### config.mk
export PLATFORM = sky130hd
export DESIGN_NAME = hall_call_dispatcher
export DESIGN_NICKNAME = d
export VERILOG_FILES = /design/src/rtl/elevator_pkg.sv /design/src/rtl/dispatch_cost.sv /design/src/rtl/hall_call_dispatcher.sv
export SDC_FILE = /design/constraint.sdc
export NUM_CORES = 1
export LEC_CHECK = 0
export CAP_MARGIN = 15
export CORE_UTILIZATION = 50
export CTS_CLUSTER_SIZE = 30
export DETAILED_ROUTE_END_ITERATION = 7
export MAX_ROUTING_LAYER = met4
export PLACE_DENSITY = 0.75
export SYNTH_ARGS = -nofsm -noshare
export SYNTH_HDL_FRONTEND = slang
export SYNTH_SLANG_ARGS = --single-unit
### constraint.sdc
create_clock -name clk -period 10.3 [get_ports clk]
set_input_delay 2.575 -clock clk [delete_from_list [all_inputs] [get_ports clk]]
set_output_delay 2.575 -clock clk [all_outputs]
set_load 0.05 [all_outputs]
### src/rtl/elevator_pkg.sv
// ============================================================================
// Module     : elevator_pkg
// Description: Shared constants and types for the elevator bank: floor and
//              car counts, field widths, car motion encoding, hall button
//              bit encoding and hall-call slot indexing.
// Revision   : 1.0 - initial release
// ============================================================================
`default_nettype none

package elevator_pkg;

    localparam int NUM_FLOORS = 11;
    localparam int NUM_LIFTS  = 4;
    localparam int FLOOR_W    = 4;
    localparam int LIFT_W     = 2;
    localparam int COST_W     = 5;

    // Car motion as reported by each car; 2'b11 is treated as idle.
    typedef enum logic [1:0] {
        DIR_IDLE = 2'b00,
        DIR_DN   = 2'b01,
        DIR_UP   = 2'b10
    } car_dir_e;

    // Hall button pair per floor, same bit order as elevator_system in0..in10.
    localparam int HALL_BTN_UP_BIT = 1;
    localparam int HALL_BTN_DN_BIT = 0;

    // One pending-call slot per (floor, direction): slot = 2*floor + dir.
    localparam int NUM_SLOTS   = 2 * NUM_FLOORS;
    localparam int SLOT_W      = 5;
    localparam int SLOT_DIR_UP = 0;
    localparam int SLOT_DIR_DN = 1;

endpackage

`default_nettype wire

### src/rtl/dispatch_cost.sv
// ============================================================================
// Module     : dispatch_cost
// Description: Combinational car selection for one hall call. Cost per car is
//              |car_floor - call_floor| plus DIR_PENALTY when the car is
//              moving away from the call floor. Cars above the top floor are
//              excluded. Lowest cost wins, ties go to the lowest car index.
// Ports      : i_call_floor  - floor of the call being dispatched
//              i_car_floors  - {car4, car3, car2, car1} floor fields
//              i_car_dirs    - {car4, car3, car2, car1} motion fields
//              o_win_lift    - winning car id (0..3)
//              o_win_vld     - at least one car is eligible
// Revision   : 1.0 - initial release
// ============================================================================
`default_nettype none

module dispatch_cost
    import elevator_pkg::*;
#(
    parameter int DIR_PENALTY = 8
) (
    input  logic [FLOOR_W-1:0]           i_call_floor,
    input  logic [NUM_LIFTS*FLOOR_W-1:0] i_car_floors,
    input  logic [NUM_LIFTS*2-1:0]       i_car_dirs,
    output logic [LIFT_W-1:0]            o_win_lift,
    output logic                         o_win_vld
);

    logic [COST_W-1:0]    w_cost [NUM_LIFTS];
    logic [NUM_LIFTS-1:0] w_elig;
    logic [COST_W-1:0]    w_best;

    for (genvar g = 0; g < NUM_LIFTS; g++) begin : g_car
        logic [FLOOR_W-1:0] w_cf;
        logic [1:0]         w_dir;
        logic [FLOOR_W-1:0] w_dist;
        logic               w_away;

        assign w_cf   = i_car_floors[g*FLOOR_W +: FLOOR_W];
        assign w_dir  = i_car_dirs[g*2 +: 2];
        assign w_dist = (w_cf > i_call_floor) ? (w_cf - i_call_floor)
                                              : (i_call_floor - w_cf);
        assign w_away = ((w_dir == DIR_UP) && (w_cf > i_call_floor)) ||
                        ((w_dir == DIR_DN) && (w_cf < i_call_floor));
        assign w_elig[g] = (w_cf <= FLOOR_W'(NUM_FLOORS - 1));
        // Max 10 + 8 = 18 fits in five bits.
        assign w_cost[g] = {1'b0, w_dist} + (w_away ? COST_W'(DIR_PENALTY) : '0);
    end

    // Strict less-than keeps the earlier (lower index) car on a tie.
    always_comb begin
        o_win_vld  = 1'b0;
        o_win_lift = '0;
        w_best     = '1;
        for (int i = 0; i < NUM_LIFTS; i++) begin
            if (w_elig[i] && (!o_win_vld || (w_cost[i] < w_best))) begin
                o_win_vld  = 1'b1;
                o_win_lift = LIFT_W'(i);
                w_best     = w_cost[i];
            end
        end
    end

endmodule

`default_nettype wire

### src/rtl/hall_call_dispatcher.sv
// ============================================================================
// Module     : hall_call_dispatcher
// Description: Latches up/down hall calls for an 11-floor, 4-car bank, assigns
//              each pending call to the cheapest car via a round-robin slot
//              scanner, drives per-car hall request vectors and hall lamps,
//              and clears calls when the owning car arrives.
// Ports      : clk, rst (async, active low)
//              hall_up/hall_dn          - hall buttons, bit f = floor f
//              car_floorN/car_dirN      - car position and motion, N = 1..4
//              arrive_vld/lift/floor    - arrival pulse of one car
//              hall_req_liftN           - calls owned by car N, per floor
//              lamp_up/lamp_dn          - pending hall calls
// Options    : HALL_TIMEOUT_EN - revoke ownership after TIMEOUT_CYC cycles
//              without arrival so the call is re-dispatched.
// Revision   : 1.0 - initial release
// ============================================================================
`default_nettype none

module hall_call_dispatcher
    import elevator_pkg::*;
#(
    parameter int DIR_PENALTY = 8
`ifdef HALL_TIMEOUT_EN
    ,
    parameter int TIMEOUT_CYC = 200
`endif
) (
    input  logic                  clk,
    input  logic                  rst,
    input  logic [NUM_FLOORS-1:0] hall_up,
    input  logic [NUM_FLOORS-1:0] hall_dn,
    input  logic [FLOOR_W-1:0]    car_floor1,
    input  logic [FLOOR_W-1:0]    car_floor2,
    input  logic [FLOOR_W-1:0]    car_floor3,
    input  logic [FLOOR_W-1:0]    car_floor4,
    input  logic [1:0]            car_dir1,
    input  logic [1:0]            car_dir2,
    input  logic [1:0]            car_dir3,
    input  logic [1:0]            car_dir4,
    input  logic                  arrive_vld,
    input  logic [LIFT_W-1:0]     arrive_lift,
    input  logic [FLOOR_W-1:0]    arrive_floor,
    output logic [NUM_FLOORS-1:0] hall_req_lift1,
    output logic [NUM_FLOORS-1:0] hall_req_lift2,
    output logic [NUM_FLOORS-1:0] hall_req_lift3,
    output logic [NUM_FLOORS-1:0] hall_req_lift4,
    output logic [NUM_FLOORS-1:0] lamp_up,
    output logic [NUM_FLOORS-1:0] lamp_dn
);

    logic [NUM_SLOTS-1:0]             r_pend;
    logic [NUM_SLOTS-1:0]             r_own_vld;
    logic [NUM_SLOTS-1:0][LIFT_W-1:0] r_owner;
    logic [SLOT_W-1:0]                r_scan;

    logic [NUM_SLOTS-1:0] w_press;
    logic [NUM_SLOTS-1:0] w_clr;
    logic [NUM_SLOTS-1:0] w_asg;
    logic [NUM_SLOTS-1:0] w_tmo;
    logic [LIFT_W-1:0]    w_win_lift;
    logic                 w_win_vld;
    logic                 w_arr_ok;

    logic [NUM_LIFTS-1:0][NUM_FLOORS-1:0] w_req;

    assign w_arr_ok = arrive_vld && (arrive_floor <= FLOOR_W'(NUM_FLOORS - 1));

    // Slot index bits [4:1] are the floor of the visited slot.
    dispatch_cost #(
        .DIR_PENALTY (DIR_PENALTY)
    ) u_cost (
        .i_call_floor (r_scan[SLOT_W-1:1]),
        .i_car_floors ({car_floor4, car_floor3, car_floor2, car_floor1}),
        .i_car_dirs   ({car_dir4, car_dir3, car_dir2, car_dir1}),
        .o_win_lift   (w_win_lift),
        .o_win_vld    (w_win_vld)
    );

`ifdef HALL_TIMEOUT_EN
    logic [NUM_SLOTS-1:0][7:0] r_age;
`endif

    for (genvar s = 0; s < NUM_SLOTS; s++) begin : g_slot
        localparam logic [FLOOR_W-1:0] c_FLOOR = FLOOR_W'(s / 2);

        // No up button on the top floor, no down button on the ground floor.
        if ((s % 2) == SLOT_DIR_UP) begin : g_up
            assign w_press[s] = ((s / 2) != (NUM_FLOORS - 1)) && hall_up[s/2];
        end else begin : g_dn
            assign w_press[s] = ((s / 2) != 0) && hall_dn[s/2];
        end

        assign w_clr[s] = w_arr_ok && (arrive_floor == c_FLOOR) &&
                          r_own_vld[s] && (r_owner[s] == arrive_lift);
        assign w_asg[s] = (r_scan == SLOT_W'(s)) && r_pend[s] &&
                          !r_own_vld[s] && w_win_vld;

`ifdef HALL_TIMEOUT_EN
        assign w_tmo[s] = r_own_vld[s] && (r_age[s] == 8'(TIMEOUT_CYC - 1));
`else
        assign w_tmo[s] = 1'b0;
`endif
    end

    // A press always sets pend, so press beats a simultaneous arrival clear;
    // the clear still drops ownership, forcing a fresh dispatch.
    always_ff @(posedge clk or negedge rst) begin
        if (!rst) begin
            r_pend    <= '0;
            r_own_vld <= '0;
            r_owner   <= '0;
            r_scan    <= '0;
        end else begin
            r_scan <= (r_scan == SLOT_W'(NUM_SLOTS - 1)) ? '0 : r_scan + SLOT_W'(1);
            for (int s = 0; s < NUM_SLOTS; s++) begin
                if (w_press[s]) begin
                    r_pend[s] <= 1'b1;
                end else if (w_clr[s]) begin
                    r_pend[s] <= 1'b0;
                end

                if (w_clr[s] || w_tmo[s]) begin
                    r_own_vld[s] <= 1'b0;
                end else if (w_asg[s]) begin
                    r_own_vld[s] <= 1'b1;
                end

                if (w_asg[s]) begin
                    r_owner[s] <= w_win_lift;
                end
            end
        end
    end

`ifdef HALL_TIMEOUT_EN
    always_ff @(posedge clk or negedge rst) begin
        if (!rst) begin
            r_age <= '0;
        end else begin
            for (int s = 0; s < NUM_SLOTS; s++) begin
                if (w_asg[s] || w_clr[s] || w_tmo[s]) begin
                    r_age[s] <= '0;
                end else if (r_own_vld[s]) begin
                    r_age[s] <= r_age[s] + 8'd1;
                end
            end
        end
    end
`endif

    always_comb begin
        w_req = '0;
        for (int s = 0; s < NUM_SLOTS; s++) begin
            if (r_pend[s] && r_own_vld[s]) begin
                w_req[r_owner[s]][s/2] = 1'b1;
            end
        end
    end

    assign hall_req_lift1 = w_req[0];
    assign hall_req_lift2 = w_req[1];
    assign hall_req_lift3 = w_req[2];
    assign hall_req_lift4 = w_req[3];

    for (genvar f = 0; f < NUM_FLOORS; f++) begin : g_lamp
        assign lamp_up[f] = r_pend[2*f + SLOT_DIR_UP];
        assign lamp_dn[f] = r_pend[2*f + SLOT_DIR_DN];
    end

endmodule

`default_nettype wire

=== Yosys cells after proc, flatten, opt, wreduce, memory -nomap -nowiden ===
Cells that the tools add are included.
W data, S select, Z words.

* Input port bits: 55
* Bits in registers: 85

* Add/subtract/negate cells: 13
* Magnitude comparators: 56
* Eq/ne operators: 57
* Bitwise operators: 19
* Multiplexer cells: 159
* Reduce and logical (&&, ||, !) cells: 235

{| class="wikitable"
|+ Operators with widths
! operator !! number
|-
| $mux W44 || 20
|-
| $or A44 B44 Y44 || 19
|-
| $demux W11 S2 || 20
|-
| $logic_and A1 B1 Y1 || 163
|-
| $mux W1 || 86
|-
| $reduce_bool A2 Y1 || 40
|-
| $lt A2 B3 Y1 const B || 20
|-
| $eq A2 B2 Y1 || 20
|-
| $eq A5 B4 Y1 const B || 8
|-
| $ge A2 B1 Y1 const B || 20
|-
| $mux W4 || 10
|-
| $sub A4 B4 Y4 || 8
|-
| $mux W5 || 6
|-
| $eq A5 B5 Y1 const B || 5
|-
| $logic_not A1 Y1 || 23
|-
| $add A4 B5 Y5 || 4
|-
| $eq A5 B3 Y1 const B || 4
|-
| $le A4 B4 Y1 const B || 5
|-
| $mux W10 || 2
|-
| $mux W9 || 2
|-
| $eq A4 B3 Y1 const B || 4
|-
| $gt A4 B4 Y1 || 4
|-
| $lt A4 B4 Y1 || 4
|-
| $mux W8 || 2
|-
| 16 further kinds || 40
|}

=== Depth between registers and ports, before layout ===
Gate-level depths: netlist (run 1).

* Depth in word-level cells: 43
* Gate-level depth with buffers: 33
* Depth with buffers taken out: 32

=== By module ===
Synthesis (run 1) repeated with hierarchy kept, for this count alone.

* Cells, all modules: 657
* Area total of the unflattened synthesis: 6553.8 um^2

{| class="wikitable"
|+ By module, submodules not included
! module !! seq. area each (um^2) !! instances !! cells each !! area an instance (um^2)
|-
| hall_call_dispatcher || 2127.0 || 1 || 445 || 4789.6
|-
| dispatch_cost || 0.0 || 1 || 212 || 1764.2
|}

=== Worst setup path after synthesis (run 1) ===
Ideal clock, no wire load.

* Path kind: input port to flip-flop
* From: input car_floor2[0]
* To: register r_owner[9] (netlist name)
* Stages on the path: 32
* Slack: 1.828 ns
* Arrival time: 8.407 ns
* Setup time: 0.065 ns
* Path buffers: 1
* Cell sequence: inv_1 -> ha_1 -> inv_1 -> fa_1 -> a21o_1 -> a21oi_1 -> a41o_1 -> mux2i_1 -> xor2_1 -> ha_1 -> nor2b_1 -> a2111oi_2 -> nand2_1 -> o22ai_1 -> and2_1 -> nor2_1 -> ha_1 -> a21oi_1 -> o21ai_1 -> a41oi_1 -> o21ai_1 -> o31ai_4 -> o31ai_1 -> ha_1 -> a21o_1 -> a21o_1 -> a21oi_1 -> nand3_1 -> o21a_1 -> o211ai_1 -> clkbuf_1 -> mux2_2

* Word-level cells in the longest chain between the ends: 18
* Elaborated cells between the ends (all ways): 30

{| class="wikitable"
|+ RTL lines
! what !! line !! RTL
|-
| start: declaration || hall_call_dispatcher.sv:33 || <nowiki>input logic [FLOOR_W-1:0] car_floor2,</nowiki>
|-
| $gt A4 B4 Y1 or $lt A4 B4 Y1 (tied branches) || dispatch_cost.sv:40, dispatch_cost.sv:42, dispatch_cost.sv:43 ||
|-
| $logic_and A1 B1 Y1, on equally long branches || dispatch_cost.sv:42, dispatch_cost.sv:43 ||
|-
| $logic_or A1 B1 Y1 || dispatch_cost.sv:42 || <nowiki>assign w_away = ((w_dir == DIR_UP) && (w_cf > i_call_floor)) ||</nowiki>
|-
| $mux W4 || dispatch_cost.sv:46 || <nowiki>assign w_cost[g] = {1'b0, w_dist} + (w_away ? COST_W'(DIR_PENALTY) : '0);</nowiki>
|-
| $add A4 B5 Y5 || dispatch_cost.sv:46 ||
|-
| $lt A5 B5 Y1 || dispatch_cost.sv:55 || <nowiki>if (w_elig[i] && (!o_win_vld || (w_cost[i] < w_best))) begin</nowiki>
|-
| $logic_or A1 B1 Y1 || dispatch_cost.sv:55 ||
|-
| $logic_and A1 B1 Y1 || dispatch_cost.sv:55 ||
|-
| [... 2 more ...] || -- ||
|-
| $logic_or A1 B1 Y1 || dispatch_cost.sv:55 ||
|-
| $logic_and A1 B1 Y1 || dispatch_cost.sv:55 ||
|-
| $mux W5 or $mux W1 (tied branches) || dispatch_cost.sv:55 ||
|-
| $lt A5 B5 Y1 or $logic_not A1 Y1 (tied branches) || dispatch_cost.sv:55 ||
|-
| $logic_or A1 B1 Y1 || dispatch_cost.sv:55 ||
|-
| $logic_and A1 B1 Y1 || dispatch_cost.sv:55 ||
|-
| $mux W1 || dispatch_cost.sv:55 ||
|-
| $logic_and A1 B1 Y1 || hall_call_dispatcher.sv:96 || <nowiki>!r_own_vld[s] && w_win_vld;</nowiki>
|-
| end signal: indexed assignment || hall_call_dispatcher.sv:129 || <nowiki>r_owner[s] <= w_win_lift;</nowiki>
|-
| end: declaration || hall_call_dispatcher.sv:53 || <nowiki>logic [NUM_SLOTS-1:0][LIFT_W-1:0] r_owner;</nowiki>
|}

Parallel ways exist; a longest one is shown, timed or not.
A chain may end at the register's enable or synchronous reset.

=== Final worst setup path (run 1) ===
* From: input car_floor2[0]
* To: register r_owner[34] (netlist name)

Same word-level chain as after synthesis.

==> results of run 1 <==
-- power breakdown --
part,internal [mW],total [mW],leakage [nW],switching [mW]
Combinational,0.468,1.19,2.34,0.725
Sequential,0.432,0.573,0.909,0.141
Clock,0.165,0.305,0.129,0.140
-- cells by family after synthesis --
kind of cell,after synthesis,synth area share (%)
simple gates,182,15.49
xor+xnor,48,6.717
fa+ha+maj,55,11.96
flops,85,33.99
compound gates,146,17.27
buf+inv,70,4.558
mux,53,9.956
other cells,1,0.05992
-- layer usage --
layer	share of wire, %	GRT usage, %	routed length (um)	vias up
met2	50	45.98	8184	202
met4	2.2	9.177	361	0
met3	5.0	4.091	829	36
met1	43	34.55	7088	2682
met5	0	-	0	-
li1	-	-	-	2582
-- final timing paths --
kind / start / endpoint / slack [ns]
max reg2reg: r_scan[1] / r_owner[34] / 2.73
min: r_scan[0] / r_scan[0] / 0.53
max: car_floor2[0] / r_owner[34] / 0.64
min reg2reg: r_scan[0] / r_scan[0] / 0.53
max in group asynchronous: rst / r_pend[14] / 7.11
min in group asynchronous: rst / r_pend[2] / 2.20
-- layout by cell type (no fill, tap or decap), drive strengths merged, types with 3 or more instances in the layout --
| master | n |
|---|---|
| clkdlybuf4s50 | 115 |
| dfrtp | 85 |
| inv | 61 |
| ha | 47 |
| mux2 | 44 |
| xnor2 | 40 |
| a21o | 35 |
| nand2 | 33 |
| nor2 | 28 |
| nand4 | 28 |
| nand3 | 26 |
| nor3 | 22 |
| a21oi | 20 |
| o22ai | 20 |
| o32ai | 19 |
| o21a | 15 |
| nand3b | 14 |
| clkbuf | 10 |
| nand2b | 9 |
| mux2i | 9 |
| a21boi | 9 |
| nor2b | 9 |
| o21ai | 9 |
| xor2 | 8 |
| fa | 8 |
| buf | 7 |
| a41o | 3 |
| and4b | 3 |
| o211ai | 3 |
| a211oi | 3 |
-- critical path, delay by kind of cell --
kind	cells	cell delay, ns
adders and majority gates	5	1.43
buffers and inverters	4	0.87
and+or+nand+nor	5	0.71
muxes	2	0.44
AOI/OAI and AO/OA	16	3.72
xor gates and xnor gates	1	0.17
-- sequential cells by signal, indices dropped and copies added, names as in the netlist --
register / flops
r_owner: 40
r_own_vld: 20
r_pend: 20
r_scan: 5
-- final cells by class --
type                            count  area share, %
Tap cell                          168          2.665
Timing Repair Buffer              122          15.26
Inverter                           59          2.808
Clock inverter                      6         0.5869
Multi-Input combinational cell    486          48.81
Clock buffer                       10          2.903
Sequential cell                    85          26.97
-- stage by stage --
stage          std cells  power [mW]  util, %  setup slack [ns]
6_report             936       2.070    65.12            0.6436
5_1_grt              936       2.178    65.12           0.06280
4_1_cts              936       2.069    65.12            0.7594
3_5_place_dp         920       1.756    62.85            0.4368
3_3_place_gp         920       1.716    62.85            0.6286
2_1_floorplan        641       1.395        -             1.828
==> out/qor.yml, run 1 <==
run_status:
  status: "complete, no violations"
clocking:
  clock_latency_ns: 0.35
  clock-sinks: 85
  clkTransAtPathRegs_ns: 0.07
  clk_path_buf_depth: 2
  ctsHoldBuffers: 0
  numCtsBuffers: 9
  cts_setup_buffers: 0
  cts_tree: "yes"
  htree_levels: 3
  ctsResizeCount: 0
  cts_root_buf: "clkbuf_16"
global_routing:
  grt_pass1_vias: 5534
  grt_overflow_total: 0
  grt_pass1_wl_um: 27140
  grt_max_degree: 49
  grt_use_total_pct: 27.58
  antenna_found_initial: 0
die:
  start_util_pct: 51.67
  core_um2: 12110
  die_w_um: 113.9
  num_rows: 40
  die_area_um2: 12970
  ioPinCount: 121
  die_h_um: 113.9
place:
  dpl-instance-area_um2: 7612
  portBuffers: 116
  post-dp-hpwl_um: 12460
  gp_congestion: 0.9070
timing:
  fmax_mhz: 103.6
  tns_ns: 0
  maxSlewViolCount: 0
  setup_viol: 0
  maxSlewHeadroom_pct: 35.18
  rsz0062_at_grt: "false"
  worst_pin_slew_ns: 0.9649
  finalHoldViolations: 0
  fin_worst_skew_ns: 0.006258
  hold_slack_ns: 0.5297
  layout_min_cycle_time_ns: 9.656
  fin_crit_sh_pct: 93.75
detailed_routing:
  wire_per_inst_um: 17.59
  route.detailed.drc: 0
  vias: 5502
  avgViaCountPerCell: 5.878
  wirelength_um: 16460
  drt_iter0_drc: 331
  first_pass_iters: 6
  antenna_violating_nets_post_route: 0
synthesis:
  synth_top_area_share_pct: 33.99
  synth_edf_count: 0
  avgSynthCellArea_um2: 9.779
  yosys_warnings: 0
  postSynth.asyncResetShare_pct: 100.0
  synth_common_cells: "dfrtp_1, inv_1, ha_1"
  synthCells: 640
  yosys_register_bits: 85
  synthDistinctLibCells: 53
  synthFlopType: "dfrtp_1"
  seq_area_frac_synth_pct: 33.99
  synth_area_leaders: "dfrtp_1, ha_1, mux2_2"
  synth.most_common_cell: "dfrtp_1"
  netlist_area_um2: 6259
  synth_area_leader_cell: "dfrtp_1"
finish:
  seqCellArea_um2: 2127
  final_layout_size_suffix_gt1_share_pct: 10.03
  nets: 873
  syn2layout_area_growth_pct: 26.03
  n_fill_cell: 1025
  finalInstanceArea_um2: 7888
  multi_input_area_um2: 3850
  diodes: 0
critical_path:
  slowest_delay_ns: 0.44
  critPathArrivalTime_ns: 9.94
  cp_slowest_cell: "clkdlybuf4s50_1"
  crit_path_end_kind: "register"
  path_common_cell: "ha_1"
  crit_required_ns: 10.58
  r2r_cells: 31
  critPathMaxFanout: 20
  cp-start-kind: "input port"
  crit_type: "in2reg"
power:
  p_leak_nw: 3.377
  power_density_nw_per_um2: 262.5
  irDropWorstVdd_uv: 323.9
run:
  max_cap_viol_count: 0
hold_path:
  holdPathStages: 1
  hold_class: "reg2reg"
Note: power is estimated with default switching activity, not from simulation.
==> run 2: changes to the inputs <==
--- a/config.mk
+++ b/config.mk
@@ -7,6 +7,7 @@
 export LEC_CHECK = 0
 export CAP_MARGIN = 15
 export CORE_UTILIZATION = 50
+export CTS_CLUSTER_DIAMETER = 40
 export CTS_CLUSTER_SIZE = 30
 export DETAILED_ROUTE_END_ITERATION = 7
 export MAX_ROUTING_LAYER = met4
==> results of run 2 <==
No change in the layout: final DEF, timing and power equal those of run 1.
